File: config.mk
export PLATFORM = sky130hd
export DESIGN_NAME = oam_dma_ctrl
export DESIGN_NICKNAME = d
export VERILOG_FILES = /design/src/rtl/oam_dma_ctrl.sv
export SDC_FILE = /design/constraint.sdc
export NUM_CORES = 1
export LEC_CHECK = 0
export CORE_MARGIN = 2
export CORE_UTILIZATION = 40
export DETAILED_ROUTE_END_ITERATION = 7
export HOLD_SLACK_MARGIN = 0.08
export PLACE_DENSITY = 0.8
export SLEW_MARGIN = 25
export SYNTH_ARGS = -nofsm -noshare
export SYNTH_HDL_FRONTEND = slang
export SYNTH_SLANG_ARGS = --single-unit
File: constraint.sdc
create_clock -name clk -period 1.95 [get_ports clk]
set_input_delay 0.4875 -clock clk [delete_from_list [all_inputs] [get_ports clk]]
set_output_delay 0.4875 -clock clk [all_outputs]
set_load 0.05 [all_outputs]
File: src/rtl/oam_dma_ctrl.sv
// oam_dma_ctrl: 160-byte OAM DMA engine with OAM write-port arbitration and CPU read gating.
module oam_dma_ctrl #(
  parameter int BYTE_CYCLES = 4,
  parameter int START_DELAY = 4
) (
  input  logic        clk,
  input  logic        rst,
  input  logic        reg_write,
  input  logic [7:0]  d_wr,
  output logic [7:0]  reg_d_rd,
  output logic        src_rd,
  output logic [15:0] src_addr,
  input  logic [7:0]  src_d_in,
  input  logic [7:0]  cpu_oam_addr,
  input  logic        cpu_oam_write,
  input  logic [7:0]  cpu_oam_d_in,
  output logic [7:0]  cpu_oam_d_rd,
  output logic [7:0]  oam_addr,
  output logic [7:0]  oam_d,
  output logic        oam_write,
  input  logic        lcd_ena,
  input  logic [1:0]  ppu_phase,
  output logic        dma_active,
  output logic        bus_busy
);
  localparam int SW = $clog2(BYTE_CYCLES);
  localparam int DW = $clog2(START_DELAY + 1);
  typedef enum logic [1:0] {IDLE, START, XFER} state_t;
  state_t         state;
  logic [7:0]     page, idx, data_buf;
  logic [SW-1:0]  slot;
  logic [DW-1:0]  delay;
  logic           dma_wr, ppu_owns;
  always_ff @(posedge clk)
    if (!rst) begin
      state    <= IDLE;
      page     <= 8'h00;
      idx      <= 8'd0;
      slot     <= '0;
      delay    <= '0;
      data_buf <= 8'h00;
    end else if (reg_write) begin
      page  <= d_wr;
      idx   <= 8'd0;
      slot  <= '0;
      delay <= '0;
      state <= START;
    end else if (state == START) begin
      delay <= delay + DW'(1);
      if (delay == DW'(START_DELAY - 1)) begin
        state <= XFER;
        slot  <= '0;
      end
    end else if (state == XFER) begin
      if (slot == SW'(1)) data_buf <= src_d_in;
      if (slot == SW'(BYTE_CYCLES - 1)) begin
        slot  <= '0;
        idx   <= (idx == 8'd159) ? 8'd0 : idx + 8'd1;
        state <= (idx == 8'd159) ? IDLE : XFER;
      end else slot <= slot + SW'(1);
    end
  assign dma_active   = state != IDLE;
  assign bus_busy     = dma_active;
  assign reg_d_rd     = page;
  assign ppu_owns     = lcd_ena & ppu_phase[1];
  assign dma_wr       = (state == XFER) & (slot == SW'(BYTE_CYCLES - 1));
  assign src_rd       = rst & (state == XFER) & (slot == '0);
  assign src_addr     = {(page >= 8'hE0) ? page - 8'h20 : page, idx};
  // With two clocks per byte the write slot is also the capture slot, so forward the read data.
  assign oam_write    = rst & (dma_active ? dma_wr : cpu_oam_write & ~ppu_owns);
  assign oam_addr     = dma_active ? idx : cpu_oam_addr;
  assign oam_d        = dma_active ? ((slot == SW'(1)) ? src_d_in : data_buf) : d_wr;
  assign cpu_oam_d_rd = (dma_active | ppu_owns) ? 8'hFF : cpu_oam_d_in;
endmodule

### Word level (Yosys, flattened, before mapping)

Cells that the tools add are included.

* flip-flop bits (word level): 31
* bits in latches: 0
* bits in writable memories: 0
* ROM bits: 0
* input port bits: 39
* output and inout bits: 52
* logic and storage cells: 60
* memories: 0

* add/sub/neg operators: 4
* $mul: 0
* divide/modulo/power cells: 0
* order comparisons: 1
* equal/unequal tests: 8
* shift operators: 0
* mux-type cells: 17
* bitwise operators: 11
* reduce and logical (&&, ||, !) cells: 12

Operators by type and width (count)
* 8-bit two-way mux: 6
* 2-bit two-way mux: 9
* 3-bit AND reduction: 4
* 8-bit by 1-bit adder with 8-bit output, second input constant: 1
* 8-bit == test, second input constant: 1
* 8-bit >= comparator, second input constant: 1
* 8-bit by 6-bit subtractor with 8-bit output, second input constant: 1
* 1-bit AND: 6
* 2-bit nonzero test: 3
* 3-bit nonzero test: 2
* 2-bit by 1-bit == test with 1-bit output, second input constant: 2
* 2-bit == test, second input constant: 2
* 1-bit NOT: 4
* 3-bit by 1-bit adder with 3-bit output, second input constant: 1
* 3-bit by 2-bit == test with 1-bit output, second input constant: 1
* 3-bit by 2-bit != test with 1-bit output, second input constant: 1
* 2-bit by 1-bit adder with 2-bit output, second input constant: 1
* 2-bit zero test: 1
* 1-bit two-way mux: 2
* 2-bit by 1-bit != test with 1-bit output, second input constant: 1
* 2-bit AND reduction: 1
* 2-bit OR reduction: 1
* 1-bit bitwise OR: 1

### Logic depth before layout (Yosys ltp)

* word-level depth: 6
* depth in mapped cells: 7
* mapped depth without buffers: 5

### Worst setup path after synthesis

OpenSTA, ideal clock, no wires.

* kind: input-to-output
* from: in lcd_ena
* to: out oam_write
* arrival: 2.148 ns
* data required time: 1.462 ns
* path slack: -0.686 ns
* cell stages on the path: 3
* path buffers: 0
* cells stage by stage: a211oi_2 -> nand2_1 -> a21boi_0

* cells in the longest elaborated chain, start to end: 5

Ends and longest elaborated chain
* from (decl): RTL line 21 `input logic lcd_ena,`
* 1-bit AND: RTL line 65 `assign ppu_owns = lcd_ena & ppu_phase[1];`
* 1-bit NOT: RTL line 70 `assign oam_write = rst & (dma_active ? dma_wr : cpu_oam_write & ~ppu_owns);`
* 1-bit AND: RTL line 70
* 1-bit two-way mux: RTL line 70
* 1-bit AND: RTL line 70
* to (decl): RTL line 20 `output logic oam_write,`

Every way passes these cells.

### Worst setup path in the final report

* from: reg slot[1]
* to: out oam_d[6]

* cells in the longest elaborated chain, start to end: 3

Ends and longest elaborated chain
* from (decl): RTL line 31 `logic [SW-1:0] slot;`
* from (signal assigned): RTL line 60 `end else slot <= slot + SW'(1);`
* 2-bit by 1-bit == test with 1-bit output: RTL line 72 `assign oam_d = dma_active ? ((slot == SW'(1)) ? src_d_in : data_buf) : d_wr;`
* 8-bit two-way mux
* 8-bit two-way mux: RTL line 72
* to (decl): RTL line 19 `output logic [7:0] oam_d,`

Every way passes these cells.

==> results.cfg <==
[pwr]
leak_pwr_nw = 1.27
power.ir.vdd_worst_v = 0.000348
power_density_nw_per_um2 = 562
design_power_total_mw = 1.79

[grt]
maximum_number_of_pins_on_one_net_before_global_route_repair = 20
grt_usage_pct = 20.7
grt_use_met3_pct = 5.27
number_of_antenna_violations_at_the_first_check_in_global_routing = 0
busiest_layer = met2
grt.overflow.total = 0
globalRouteMet1Util_pct = 24.2
grt.met2_usage_pct = 36.2
grt_pass1_vias = 1694
grt_first_pass_wirelength_microns = 8220

[placed_design]
place_hpwl_microns = 3680
gpl.final_weighted_congestion = 0.730
total_instance_count_after_detailed_placement = 335
io_buffers = 89

[timing]
fin_crit_ps = 1970
max-slew-margin-rel_pct = 64.1
finalSetupTns_ps = -23.0
rsz0062_at_grt = yes
hold_violations = 0
setup_viol = 3
fmax_mhz = 508
post-route-worst-setup-slack_ps = -16.9
finClkSkew_ps = 6.34
holdWs_ps = 498
maxSlewViolCount = 0
worst_margin_pin_slew_ps = 533
final.period_utilization_pct = 101

[synthesis]
ys_seq_elements = 31
yosys_warnings = 0
seq_area_frac_synth_pct = 34.5
postSynthCellCount = 200
yosys.cell_types.count = 38
post_synth_instance_area_sq_um = 1800
avgSynthCellArea_sq_um = 8.99
postSynthNetCount = 246

[worst_setup_path]
cp_slowest_stage_delay_ps = 320
critical_path_buf_inv_count = 3
critical-path-slowest-cell = dfxtp_2
worstPathArrival_ps = 1480
worst-setup-path-type = reg2out
worst_setup_ep_type = output port
critical_path.max_fanout = 4
worst_setup_path_start_kind = register
cp_cell_sequence = inv_2 > ha_4 > clkbuf_4 > mux2i_2 > o21ai_2 > buf_12
cp_data_required_time_ps = 1460
cpLargestDelayFamily = buffers and inverters

[route]
drt-initial-drc-count = 85
drcViolationCount = 0
route.detailed.wl_per_inst_microns = 14.8
avgViaCountPerCell = 5.12
drt.antenna.violating_nets = 0
route.final.wire_length_microns = 5210
dr.pass1.iters = 5
vias = 1797

[floorplan]
start_util_pct = 41.3
core_area_sq_um = 4350
placementRows = 24
die_width_microns = 71.0
floorplan.die.height_microns = 71.0
dieArea_sq_um = 5050
io_pins = 91

[run_status]
status = complete, but fails checks
violations = negative setup slack

[cts]
worst_skew_pair.late_latency_ps = 280
cts_hold_repair.buffers = 0
tritoncts.num_buffers = 5
clock_tree_from_tritoncts = built
clkSlewWorstSetupHoldPaths_ps = 60
cts-root-buf = clkbuf_8
cts.htree.levels = 2
clock_sink_count = 31
clk_path_buf_depth = 2

[layout]
post_route_non_filler_standard_cell_count = 351
post_route_cells_drive_above_1_share_pct = 39.5
insertedDiodeCount = 0
multi_input_area_sq_um = 1190
nets = 345
fillCellCount = 299
seq_area_sq_um = 637
area_delta_synth_final_pct = 76.5

[min_path]
hold_path.class = reg2reg

[job]
drv_cap = 0
## logic make-up (layout without fill, tap and decap cells)
logic type                 Yosys count  after routing  synth area share (%)
muxes                               33             33                  18.9
and+or+nand+nor                     70             70                  22.8
adders and majority gates            7              7                  4.87
xor gates and xnor gates             2              2                 0.974
AOI/OAI and AO/OA                   33             33                  11.1
DFF                                 31             31                  34.5
buffers and inverters               24            123                  6.82
## final cells by class
cell class              instances  share of cell area (%)
clock inverters                 1                   0.158
inverters                       8                    1.06
flip-flops and latches         31                    20.1
well taps                      52                    2.05
multi-input cells             145                    37.4
clock buffers                   6                    2.60
repair buffers                108                    36.7
## per-layer routing
metal / part of all wire, % / up-vias
met5: 0 / -
met4: 2.2 / 0
met3: 4.9 / 11
met2: 53 / 48
met1: 40 / 848
li1: - / 890
## flip-flops by register name (all words and copies together), names as in the netlist
name / flops
data_buf: 8
slot: 2
idx: 8
state: 2
delay: 3
reg_d_rd: 8
## cell usage after synthesis
cell type	number	share of area, %
a2111oi_0	1	0.49
xor2_1	1	0.49
and4b_1	1	0.56
nor2_1	6	1.3
inv_1	8	1.7
nand3_1	2	0.56
dfxtp_1	31	35
nand4_1	1	0.35
a211oi_1	1	0.42
and2_0	1	0.35
nand4b_1	1	0.49
buf_2	5	1.4
xnor2_1	1	0.49
clkbuf_1	3	0.63
buf_4	7	2.9
or3_1	2	0.70
and4bb_2	1	0.70
a21boi_0	1	0.42
o41ai_2	1	0.90
or2_2	1	0.35
ha_1	7	4.9
a211oi_2	1	0.70
nor3_1	1	0.28
mux2i_1	26	14
o21ai_0	13	3.6
or4_1	3	1.3
nand2b_1	11	3.8
buf_1	1	0.21
a31oi_1	2	0.70
nor2b_1	19	6.6
nand3b_1	2	0.83
o31ai_1	2	0.83
nand2_1	15	3.1
nand4b_2	1	0.83
nor2_2	1	0.35
nor3b_1	1	0.42
a21oi_1	11	3.1
mux2_2	7	4.4
## metrics by stage
step / worst slack (ps) / area [sq um] / utilization [%]
floorplan: -64.4 / 1880 / -
global placement: -119 / 2890 / 66.4
detailed placement: -129 / 2890 / 66.4
CTS: 3.51 / 3050 / 70.0
global route: -66.0 / 3170 / 72.9
finish: -16.9 / 3170 / 72.9
## layout by cell type (no fill, tap or decap), drive strengths merged
| cell type | Yosys | layout |
|---|---|---|
| and2 | 1 | 1 |
| or4 | 3 | 3 |
| xor2 | 1 | 1 |
| or2 | 1 | 1 |
| dfxtp | 31 | 31 |
| ha | 7 | 7 |
| a2111oi | 1 | 1 |
| mux2i | 26 | 26 |
| nor2 | 7 | 7 |
| a31oi | 2 | 2 |
| nand3 | 2 | 2 |
| nand4b | 2 | 2 |
| buf | 13 | 70 |
| xnor2 | 1 | 1 |
| or3 | 2 | 2 |
| nor2b | 19 | 19 |
| dlygate4sd2 | 0 | 2 |
| nand3b | 2 | 2 |
| o31ai | 2 | 2 |
| a211oi | 2 | 2 |
| nor3 | 1 | 1 |
| o41ai | 1 | 1 |
| dlymetal6s2s | 0 | 1 |
| a21boi | 1 | 1 |
| mux2 | 7 | 7 |
| and4b | 1 | 1 |
| clkdlybuf4s50 | 0 | 34 |
| nand2 | 15 | 15 |
| a21oi | 11 | 11 |
| and4bb | 1 | 1 |
| clkbuf | 3 | 7 |
| nand4 | 1 | 1 |
| inv | 8 | 7 |
| clkinv | 0 | 1 |
| nor3b | 1 | 1 |
| clkinvlp | 0 | 1 |
| nand2b | 11 | 11 |
| o21ai | 13 | 13 |
## repair_timing
item                       4_1_cts  5_1_grt
gates resized for setup         20       18
setup buffers                    3        7
pin swaps                        7        5
setup endpoints to repair       27       20
## where the power goes
group	internal, mW	switching, mW	leakage [nW]
clock network	0.276	0.229	0.0470
registers	0.644	0.0156	0.255
logic	0.279	0.342	0.966
## worst reg2reg max path, cell delays in order (launching register included)
cell,delay (ps)
dfxtp_2,320
inv_2,80
ha_4,150
clkbuf_4,170
buf_4,110
and4bb_2,430
mux2i_1,250
nor2b_1,80
## worst paths after layout
| check | slack [ps] | cells past startpoint | startpoint | endpoint |
|---|---|---|---|---|
| worst max-delay path | -20 | 6 | slot[1] | oam_d[6] |
| worst min-delay path | 500 | 2 | delay[2] | delay[2] |
| worst max register to register | 260 | 7 | slot[1] | data_buf[0] |
| worst min register to register | 500 | 2 | delay[2] | delay[2] |
Note: power is estimated with default switching activity, not from simulation.
